==> config.mk <==
export PLATFORM = sky130hd
export DESIGN_NAME = fft_radix2_iter_flat
export DESIGN_NICKNAME = d
export VERILOG_FILES = /design/src/rtl/fft_radix2_iter_if.sv /design/src/rtl/fft_radix2_iter.sv /design/src/flat_wrapper.sv
export SDC_FILE = /design/constraint.sdc
export NUM_CORES = 2
export LEC_CHECK = 0
export ABC_AREA = 1
export CAP_MARGIN = 20
export CORE_MARGIN = 10
export CORE_UTILIZATION = 65
export CTS_CLUSTER_DIAMETER = 30
export CTS_CLUSTER_SIZE = 20
export DETAILED_ROUTE_END_ITERATION = 8
export GPL_ROUTABILITY_DRIVEN = 0
export PLACE_DENSITY = 0.84
export SETUP_SLACK_MARGIN = 0.2
export SLEW_MARGIN = 20
export SYNTH_ARGS = -nofsm -noshare
export SYNTH_HDL_FRONTEND = slang
export SYNTH_SLANG_ARGS = --single-unit
==> constraint.sdc <==
create_clock -name clk -period 13.74 [get_ports clk]
set_clock_uncertainty 0.15 [all_clocks]
set_input_delay 2.748 -clock clk [delete_from_list [all_inputs] [get_ports clk]]
set_output_delay 2.748 -clock clk [all_outputs]
set_load 0.005 [all_outputs]
==> src/rtl/fft_radix2_iter_if.sv <==
// fft_radix2_iter_if: streaming sample-in / bin-out handshakes
// for the iterative radix-2 FFT engine.
interface fft_radix2_iter_if #(
    parameter int DW = 16
);
    logic          inverse;
    logic          in_valid;
    logic          in_ready;
    logic [DW-1:0] in_real;
    logic [DW-1:0] in_imag;
    logic          out_valid;
    logic          out_ready;
    logic [DW-1:0] out_real;
    logic [DW-1:0] out_imag;
    logic          out_last;

    modport master (
        output inverse, in_valid, in_real, in_imag, out_ready,
        input  in_ready, out_valid, out_real, out_imag, out_last
    );

    modport slave (
        input  inverse, in_valid, in_real, in_imag, out_ready,
        output in_ready, out_valid, out_real, out_imag, out_last
    );
endinterface

==> src/rtl/fft_radix2_iter.sv <==
// fft_radix2_iter: iterative in-place radix-2 DIT FFT/IFFT, N = 4/8/16.
// Define FFT_ROUND_EN for round-half-up twiddle and butterfly scaling.
module fft_radix2_iter #(
    parameter int N  = 8,
    parameter int DW = 16
) (
    input  logic             clk,
    input  logic             rst,
    fft_radix2_iter_if.slave io,
    output logic             busy
);
    localparam int LOGN = (N == 16) ? 4 : (N == 8) ? 3 : 2;
    localparam int PW   = DW + 17;
    localparam int TWS  = 14;

    generate
        if (N != 4 && N != 8 && N != 16) begin : g_bad_n
            $error("fft_radix2_iter: N must be 4, 8 or 16");
        end
    endgenerate

`ifdef FFT_ROUND_EN
    localparam logic signed [PW-1:0] TW_RND = PW'(1 << (TWS - 1));
    localparam logic signed [DW+1:0] BF_RND = (DW + 2)'(1);
`else
    localparam logic signed [PW-1:0] TW_RND = '0;
    localparam logic signed [DW+1:0] BF_RND = '0;
`endif

    typedef enum logic [1:0] {
        ST_LOAD,
        ST_COMPUTE,
        ST_UNLOAD
    } state_t;

    state_t state, state_nxt;

    logic [LOGN-1:0] ld_cnt;
    logic [LOGN-1:0] bf;
    logic [1:0]      stg;
    logic [LOGN-1:0] bin;
    logic [LOGN-1:0] bin_nxt;
    logic            inv_q;

    logic signed [DW-1:0] mem_re [N];
    logic signed [DW-1:0] mem_im [N];

    logic          out_valid_q;
    logic          out_last_q;
    logic [DW-1:0] out_re_q;
    logic [DW-1:0] out_im_q;

    logic accept;
    logic out_fire;
    logic last_bf;
    logic end_stage;

    logic [LOGN-1:0] hmask;
    logic [LOGN-1:0] pos;
    logic [LOGN-1:0] a_idx;
    logic [LOGN-1:0] b_idx;
    logic [2:0]      k;

    logic signed [15:0]   tw_c;
    logic signed [15:0]   tw_s;
    logic signed [PW-1:0] wr, wi, br, bi;
    logic signed [PW-1:0] tre_f, tim_f;
    logic signed [DW:0]   t_re, t_im;
    logic signed [DW+1:0] ar_x, ai_x, tr_x, ti_x;
    logic signed [DW+1:0] s_re, s_im, d_re, d_im;
    logic signed [DW-1:0] a_re_n, a_im_n, b_re_n, b_im_n;

    function automatic logic [LOGN-1:0] bitrev(input logic [LOGN-1:0] v);
        logic [LOGN-1:0] r;
        for (int i = 0; i < LOGN; i++) begin
            r[i] = v[LOGN-1-i];
        end
        return r;
    endfunction

    assign accept    = (state == ST_LOAD) && io.in_valid;
    assign out_fire  = out_valid_q && io.out_ready;
    assign end_stage = (bf == LOGN'(N / 2 - 1));
    assign last_bf   = end_stage && (stg == 2'(LOGN - 1));
    assign bin_nxt   = bin + LOGN'(1);

    assign io.in_ready  = (state == ST_LOAD);
    assign io.out_valid = out_valid_q;
    assign io.out_last  = out_last_q;
    assign io.out_real  = out_re_q;
    assign io.out_imag  = out_im_q;
    assign busy         = (state != ST_LOAD);

    // State register.
    always_ff @(posedge clk) begin
        if (rst) begin
            state <= ST_LOAD;
        end else begin
            state <= state_nxt;
        end
    end

    // Next-state: load N samples, run all butterflies, drain N bins.
    always_comb begin
        state_nxt = state;
        unique case (state)
            ST_LOAD: begin
                if (accept && ld_cnt == LOGN'(N - 1)) begin
                    state_nxt = ST_COMPUTE;
                end
            end
            ST_COMPUTE: begin
                if (last_bf) begin
                    state_nxt = ST_UNLOAD;
                end
            end
            ST_UNLOAD: begin
                if (out_fire && out_last_q) begin
                    state_nxt = ST_LOAD;
                end
            end
            default: state_nxt = ST_LOAD;
        endcase
    end

    // Butterfly addressing, twiddle lookup and scaled butterfly result.
    always_comb begin
        hmask = (LOGN'(1) << stg) - LOGN'(1);
        pos   = bf & hmask;
        a_idx = ((bf & ~hmask) << 1) | pos;
        b_idx = a_idx | (LOGN'(1) << stg);
        k     = 3'({pos, 3'b000} >> stg);

        tw_c = 16'sd16384;
        tw_s = 16'sd0;
        case (k)
            3'd0: begin tw_c =  16'sd16384; tw_s = 16'sd0;     end
            3'd1: begin tw_c =  16'sd15137; tw_s = 16'sd6270;  end
            3'd2: begin tw_c =  16'sd11585; tw_s = 16'sd11585; end
            3'd3: begin tw_c =  16'sd6270;  tw_s = 16'sd15137; end
            3'd4: begin tw_c =  16'sd0;     tw_s = 16'sd16384; end
            3'd5: begin tw_c = -16'sd6270;  tw_s = 16'sd15137; end
            3'd6: begin tw_c = -16'sd11585; tw_s = 16'sd11585; end
            3'd7: begin tw_c = -16'sd15137; tw_s = 16'sd6270;  end
            default: begin tw_c = 16'sd16384; tw_s = 16'sd0; end
        endcase

        wr = PW'(tw_c);
        wi = inv_q ? PW'(tw_s) : -PW'(tw_s);
        br = PW'(mem_re[b_idx]);
        bi = PW'(mem_im[b_idx]);

        tre_f = br * wr - bi * wi + TW_RND;
        tim_f = br * wi + bi * wr + TW_RND;
        t_re  = (DW + 1)'(tre_f >>> TWS);
        t_im  = (DW + 1)'(tim_f >>> TWS);

        ar_x = (DW + 2)'(mem_re[a_idx]);
        ai_x = (DW + 2)'(mem_im[a_idx]);
        tr_x = (DW + 2)'(t_re);
        ti_x = (DW + 2)'(t_im);

        s_re = ar_x + tr_x + BF_RND;
        s_im = ai_x + ti_x + BF_RND;
        d_re = ar_x - tr_x + BF_RND;
        d_im = ai_x - ti_x + BF_RND;

        a_re_n = DW'(s_re >>> 1);
        a_im_n = DW'(s_im >>> 1);
        b_re_n = DW'(d_re >>> 1);
        b_im_n = DW'(d_im >>> 1);
    end

    // Sample array: bit-reversed load, in-place butterfly write-back.
    always_ff @(posedge clk) begin
        if (accept) begin
            mem_re[bitrev(ld_cnt)] <= io.in_real;
            mem_im[bitrev(ld_cnt)] <= io.in_imag;
        end else if (state == ST_COMPUTE) begin
            mem_re[a_idx] <= a_re_n;
            mem_im[a_idx] <= a_im_n;
            mem_re[b_idx] <= b_re_n;
            mem_im[b_idx] <= b_im_n;
        end
    end

    // Counters, inverse latch and registered output bin.
    always_ff @(posedge clk) begin
        if (rst) begin
            ld_cnt      <= '0;
            bf          <= '0;
            stg         <= '0;
            bin         <= '0;
            inv_q       <= 1'b0;
            out_valid_q <= 1'b0;
            out_last_q  <= 1'b0;
            out_re_q    <= '0;
            out_im_q    <= '0;
        end else begin
            unique case (state)
                ST_LOAD: begin
                    if (accept) begin
                        ld_cnt <= ld_cnt + LOGN'(1);
                        if (ld_cnt == '0) begin
                            inv_q <= io.inverse;
                        end
                    end
                end
                ST_COMPUTE: begin
                    if (end_stage) begin
                        bf  <= '0;
                        stg <= last_bf ? 2'd0 : stg + 2'd1;
                    end else begin
                        bf <= bf + LOGN'(1);
                    end
                end
                ST_UNLOAD: begin
                    if (!out_valid_q) begin
                        out_valid_q <= 1'b1;
                        out_re_q    <= mem_re[bin];
                        out_im_q    <= mem_im[bin];
                        out_last_q  <= (bin == LOGN'(N - 1));
                    end else if (io.out_ready) begin
                        if (out_last_q) begin
                            out_valid_q <= 1'b0;
                            out_last_q  <= 1'b0;
                            bin         <= '0;
                        end else begin
                            bin        <= bin_nxt;
                            out_re_q   <= mem_re[bin_nxt];
                            out_im_q   <= mem_im[bin_nxt];
                            out_last_q <= (bin_nxt == LOGN'(N - 1));
                        end
                    end
                end
                default: ;
            endcase
        end
    end
endmodule

==> src/flat_wrapper.sv <==
// flat-port wrapper written by rule: the top's interface ports become plain ports
module fft_radix2_iter_flat 
#(
    parameter int N  = 8,
    parameter int DW = 16
)
  (clk, rst, busy, io_inverse, io_in_valid, io_in_real, io_in_imag, io_out_ready, io_in_ready, io_out_valid, io_out_real, io_out_imag, io_out_last);
  fft_radix2_iter_if #(.DW(DW)) io_i ();
  input  logic clk;
  input  logic rst;
  output logic busy;
  input wire logic [$bits(io_i.inverse)-1:0] io_inverse;
  input wire logic [$bits(io_i.in_valid)-1:0] io_in_valid;
  input wire logic [$bits(io_i.in_real)-1:0] io_in_real;
  input wire logic [$bits(io_i.in_imag)-1:0] io_in_imag;
  input wire logic [$bits(io_i.out_ready)-1:0] io_out_ready;
  output wire logic [$bits(io_i.in_ready)-1:0] io_in_ready;
  output wire logic [$bits(io_i.out_valid)-1:0] io_out_valid;
  output wire logic [$bits(io_i.out_real)-1:0] io_out_real;
  output wire logic [$bits(io_i.out_imag)-1:0] io_out_imag;
  output wire logic [$bits(io_i.out_last)-1:0] io_out_last;
  assign io_i.inverse = io_inverse;
  assign io_i.in_valid = io_in_valid;
  assign io_i.in_real = io_in_real;
  assign io_i.in_imag = io_in_imag;
  assign io_i.out_ready = io_out_ready;
  assign io_in_ready = io_i.in_ready;
  assign io_out_valid = io_i.out_valid;
  assign io_out_real = io_i.out_real;
  assign io_out_imag = io_i.out_imag;
  assign io_out_last = io_i.out_last;
  fft_radix2_iter #(.N(N), .DW(DW)) u_core (.clk(clk), .rst(rst), .io(io_i), .busy(busy));
endmodule
==> results.md <==
- Top cell type's share of synthesized area: 0.358
- Number of antenna violations at the first check in global routing: 6
- Final setup violation count: 0
- Top Layer Used: met5
- RR Startpoint: u_core.stg[1]
- Register bit total from synthesis: 307
- Most numerous cell in the Yosys netlist: sky130_fd_sc_hd__inv_1
- Register-to-register path setup slack: 0.70 ns
- Setup bufs post-CTS: 0
- First-pass iteration count of the detailed router: 9
- Multi-input logic area: 0.0487 mm²
- Arrival time worst endpoint: 13.32 ns
- Total nets after synthesis: 10202
- Slack of the critical path: 0.704 ns
- Port Buffer Count: 72
- Post-Synthesis Cells: 8598
- Min-delay src: u_core.ld_cnt[2]
- Footprint of the flip-flops and latches: 0.00872 mm²
- Slowest cell delay on critical path: 0.76 ns
- Post-detailed-route DRC marker count: 31
- Hold/Removal Path Class: flip-flop to flip-flop
- Pre-CTS WS: 1.03 ns
- Kind of launch point of the worst setup path: flip-flop
- Post-DR wirelength/cell: 23.7 µm
- Die ar.: 0.115 mm²
- Met3 wirelength from detailed routing: 41300 µm
- Wire length on met1: 70300 µm
- Type of destination of the critical path: flip-flop
- Crit path kind: flip-flop to flip-flop
- Global route overflow: 0
- Final worst path period need: 13.04 ns
- Top cell by count, worst path: sky130_fd_sc_hd__nand2_1
- Sum of met2 wire segment lengths after detailed routing: 96900 µm
- Unrepaired setup endpoints after global routing: no
- Required arrival time at the worst endpoint: 14.03 ns
- Max-cap check violation count: 0
- Pin count of the biggest net entering global routing: 119
- Via density per instance: 6.24
- Number of endpoints with negative hold slack in the final report: 0
- Clock transition at the registers of the reported paths: 0.07 ns
- Area of the mapped netlist: 0.0665 mm²
- Cell taking the most area after synthesis: sky130_fd_sc_hd__fa_1
- Clock buffer count from CTS: 38
- Hold-critical path depth: 2
- Fraction of final layout cells sized beyond drive strength 1: 0.0473
- Latest clock arrival within the worst-skew pair: 0.58 ns
- IO Pins: 73
- Post-route insts no fill: 9831
- Worst Reg2Reg Path Length in Cells: 43
- Remaining max-slew budget at the tightest pin: 0.196
- Run status: finished with violations
- Initial cell density of the core: 0.654
- Warning count from the yosys run: 0
- EDFF count, synth: 256
- Sequential share of the synthesized area: 0.131
- Count of different cell masters after synthesis: 58
- Max Clock Freq: 0.0767 GHz
- Failing checks: DRC
- Post-Route Setup TNS: 0 ns
- CTS H-tree lvls: 2
- Iteration-0 DRC Markers: 10060
- Mean instance size in the synthesized netlist: 7.73 µm²
- Number of buffers between clock root and the deepest sink: 3
- Overall track demand over capacity in global routing: 0.399
- Routed via count: 61378
- Number of global-route vias before repair: 62212
- Total detailed-routing wirelength: 233000 µm
- Total number of clock tree sinks: 307
- Die Span X: 340 µm
- Leading post-synthesis cells by cell area: sky130_fd_sc_hd__fa_1 36%, sky130_fd_sc_hd__edfxtp_1 12%, sky130_fd_sc_hd__inv_1 11%
- Reg2reg end: u_core.mem_im[1][11]
- Area of the core: 0.102 mm²
- Area added between synthesis and finish: 5.23%
- Die height: 340 µm
- Slowest cell on the critical path: sky130_fd_sc_hd__o21ai_4
- Post-detailed-placement half-perimeter wirelength: 172000 µm
- Crit share post-route: 0.949
- Wire length of the first global-routing pass: 354000 µm
- Post-Place Cells: 9760
- Largest fanout of any net on the critical path: 118
- Net count, final: 10036
- Fraction of registers with async set or reset after synthesis: 0
- Final ANT Viol Nets: 0
- Number of max-slew violations in the final report: 0
- Worst min-delay path endpoint: u_core.ld_cnt[2]
- Number of core rows: 117
- Number of filler instances in the final layout: 7832
- Top cells by count, synth: 1967 x sky130_fd_sc_hd__inv_1, 1462 x sky130_fd_sc_hd__nand2_1, 1189 x sky130_fd_sc_hd__fa_1
- CTS tree: yes
- Root Buffer: sky130_fd_sc_hd__clkbuf_16
- Actual slew at the worst max-slew pin: 1.20 ns
- Most used DFF post-synth: sky130_fd_sc_hd__edfxtp_1
## registers in the layout (all words and copies together), names as in the netlist, named ones only
name,count
u_core.mem_im,128
u_core.stg,2
u_core.mem_re,128
u_core.io.out_real,16
u_core.io.out_last,1
u_core.state,2
u_core.inv_q,1
u_core.bf,3
u_core.io.out_imag,16
u_core.bin,3
u_core.ld_cnt,3
u_core.io.out_valid,1
## area by class of cell
| cell class | count | area share |
|---|---|---|
| Tap cell | 1368 | 0.0245 |
| Antenna cell | 1 | 0.0000358 |
| Clock buffer | 44 | 0.0151 |
| Timing Repair Buffer | 222 | 0.0268 |
| Multi-Input combinational cell | 5863 | 0.696 |
| Clock inverter | 26 | 0.00560 |
| Inverter | 2000 | 0.107 |
| Sequential cell | 307 | 0.125 |
## stage by stage
step	util	hold WS, ns	instance area [µm²]
5_1_grt	0.688	0.376	70000
2_1_floorplan	-	0.312	66500
4_1_cts	0.688	0.358	70000
6_report	0.688	0.369	70000
3_5_place_dp	0.673	0.347	68500
3_3_place_gp	0.673	0.332	68500
## worst max-delay path by stage
stage / depth (start not counted) / from / to / slack [ns]
2_1_floorplan: 48 / u_core.bf[0] / u_core.mem_im[0][11] / 2.61
5_1_grt: 49 / u_core.stg[1] / u_core.mem_im[2][11] / 0.34
3_5_place_dp: 48 / u_core.stg[1] / u_core.mem_im[1][11] / 1.03
6_report: 43 / u_core.stg[1] / u_core.mem_im[1][11] / 0.70
4_1_cts: 48 / u_core.stg[1] / u_core.mem_im[1][11] / 0.98
3_3_place_gp: 49 / u_core.stg[1] / u_core.mem_im[0][13] / 1.40
## cells by family after synthesis
logic type	synth area share
adder cells (fa/ha/maj)	0.429
flip-flops	0.131
AND/OR/NAND/NOR	0.171
buffers and inverters	0.139
multiplexers	0.000151
XOR/XNOR	0.0138
AO/OA/AOI/OAI	0.115
other	0.0000564
## metal layers
layer / track usage / up-vias
met5: 0.0125 / -
li1: - / 25857
met1: 0.458 / 28415
met3: 0.167 / 1645
met4: 0.316 / 16
met2: 0.582 / 5445
## placed cells by master, fill, tap and decap left out, types with 10 or more instances in the layout
| cell type | synthesis | final |
|---|---|---|
| sky130_fd_sc_hd__nand2_1 | 1462 | 1457 |
| sky130_fd_sc_hd__nor3_1 | 23 | 23 |
| sky130_fd_sc_hd__nand2_2 | 16 | 21 |
| sky130_fd_sc_hd__a21oi_1 | 492 | 492 |
| sky130_fd_sc_hd__o21ai_0 | 742 | 732 |
| sky130_fd_sc_hd__o21bai_1 | 25 | 25 |
| sky130_fd_sc_hd__nand3_2 | 13 | 13 |
| sky130_fd_sc_hd__a21o_1 | 10 | 10 |
| sky130_fd_sc_hd__edfxtp_1 | 256 | 256 |
| sky130_fd_sc_hd__nand3b_1 | 20 | 20 |
| sky130_fd_sc_hd__nor2_1 | 712 | 701 |
| sky130_fd_sc_hd__nor2_4 | 12 | 18 |
| sky130_fd_sc_hd__clkbuf_16 | 0 | 41 |
| sky130_fd_sc_hd__xnor2_1 | 25 | 25 |
| sky130_fd_sc_hd__clkdlybuf4s50_1 | 0 | 71 |
| sky130_fd_sc_hd__inv_2 | 18 | 21 |
| sky130_fd_sc_hd__a22oi_1 | 10 | 10 |
| sky130_fd_sc_hd__o211ai_1 | 65 | 65 |
| sky130_fd_sc_hd__xor2_1 | 75 | 74 |
| sky130_fd_sc_hd__buf_4 | 14 | 146 |
| sky130_fd_sc_hd__o22ai_1 | 28 | 28 |
| sky130_fd_sc_hd__o21ai_1 | 34 | 34 |
| sky130_fd_sc_hd__fa_1 | 1189 | 1189 |
| sky130_fd_sc_hd__inv_1 | 1967 | 1964 |
| sky130_fd_sc_hd__dfxtp_1 | 51 | 47 |
| sky130_fd_sc_hd__or2_2 | 56 | 56 |
| sky130_fd_sc_hd__nor2_2 | 11 | 16 |
| sky130_fd_sc_hd__clkinv_1 | 14 | 12 |
| sky130_fd_sc_hd__ha_1 | 378 | 377 |
| sky130_fd_sc_hd__nand3_1 | 399 | 399 |
## repair_timing
action | CTS | global route
gates resized for setup | 0 | 2
endpoints found under the setup margin | 0 | 36
hold buffers | 0 | 0
## worst max-delay path: cells and delay by family (launching register included)
family,cells,cell delay (ns)
AO/OA/AOI/OAI,13,3.34
XOR/XNOR,2,0.79
adder cells (fa/ha/maj),10,4.61
buffers and inverters,5,1.42
flip-flops,1,0.45
AND/OR/NAND/NOR,13,2.01
Power is left out: the tool's default activity adds up to more than one toggle a clock period on the data nets, which glitch-free logic cannot reach.
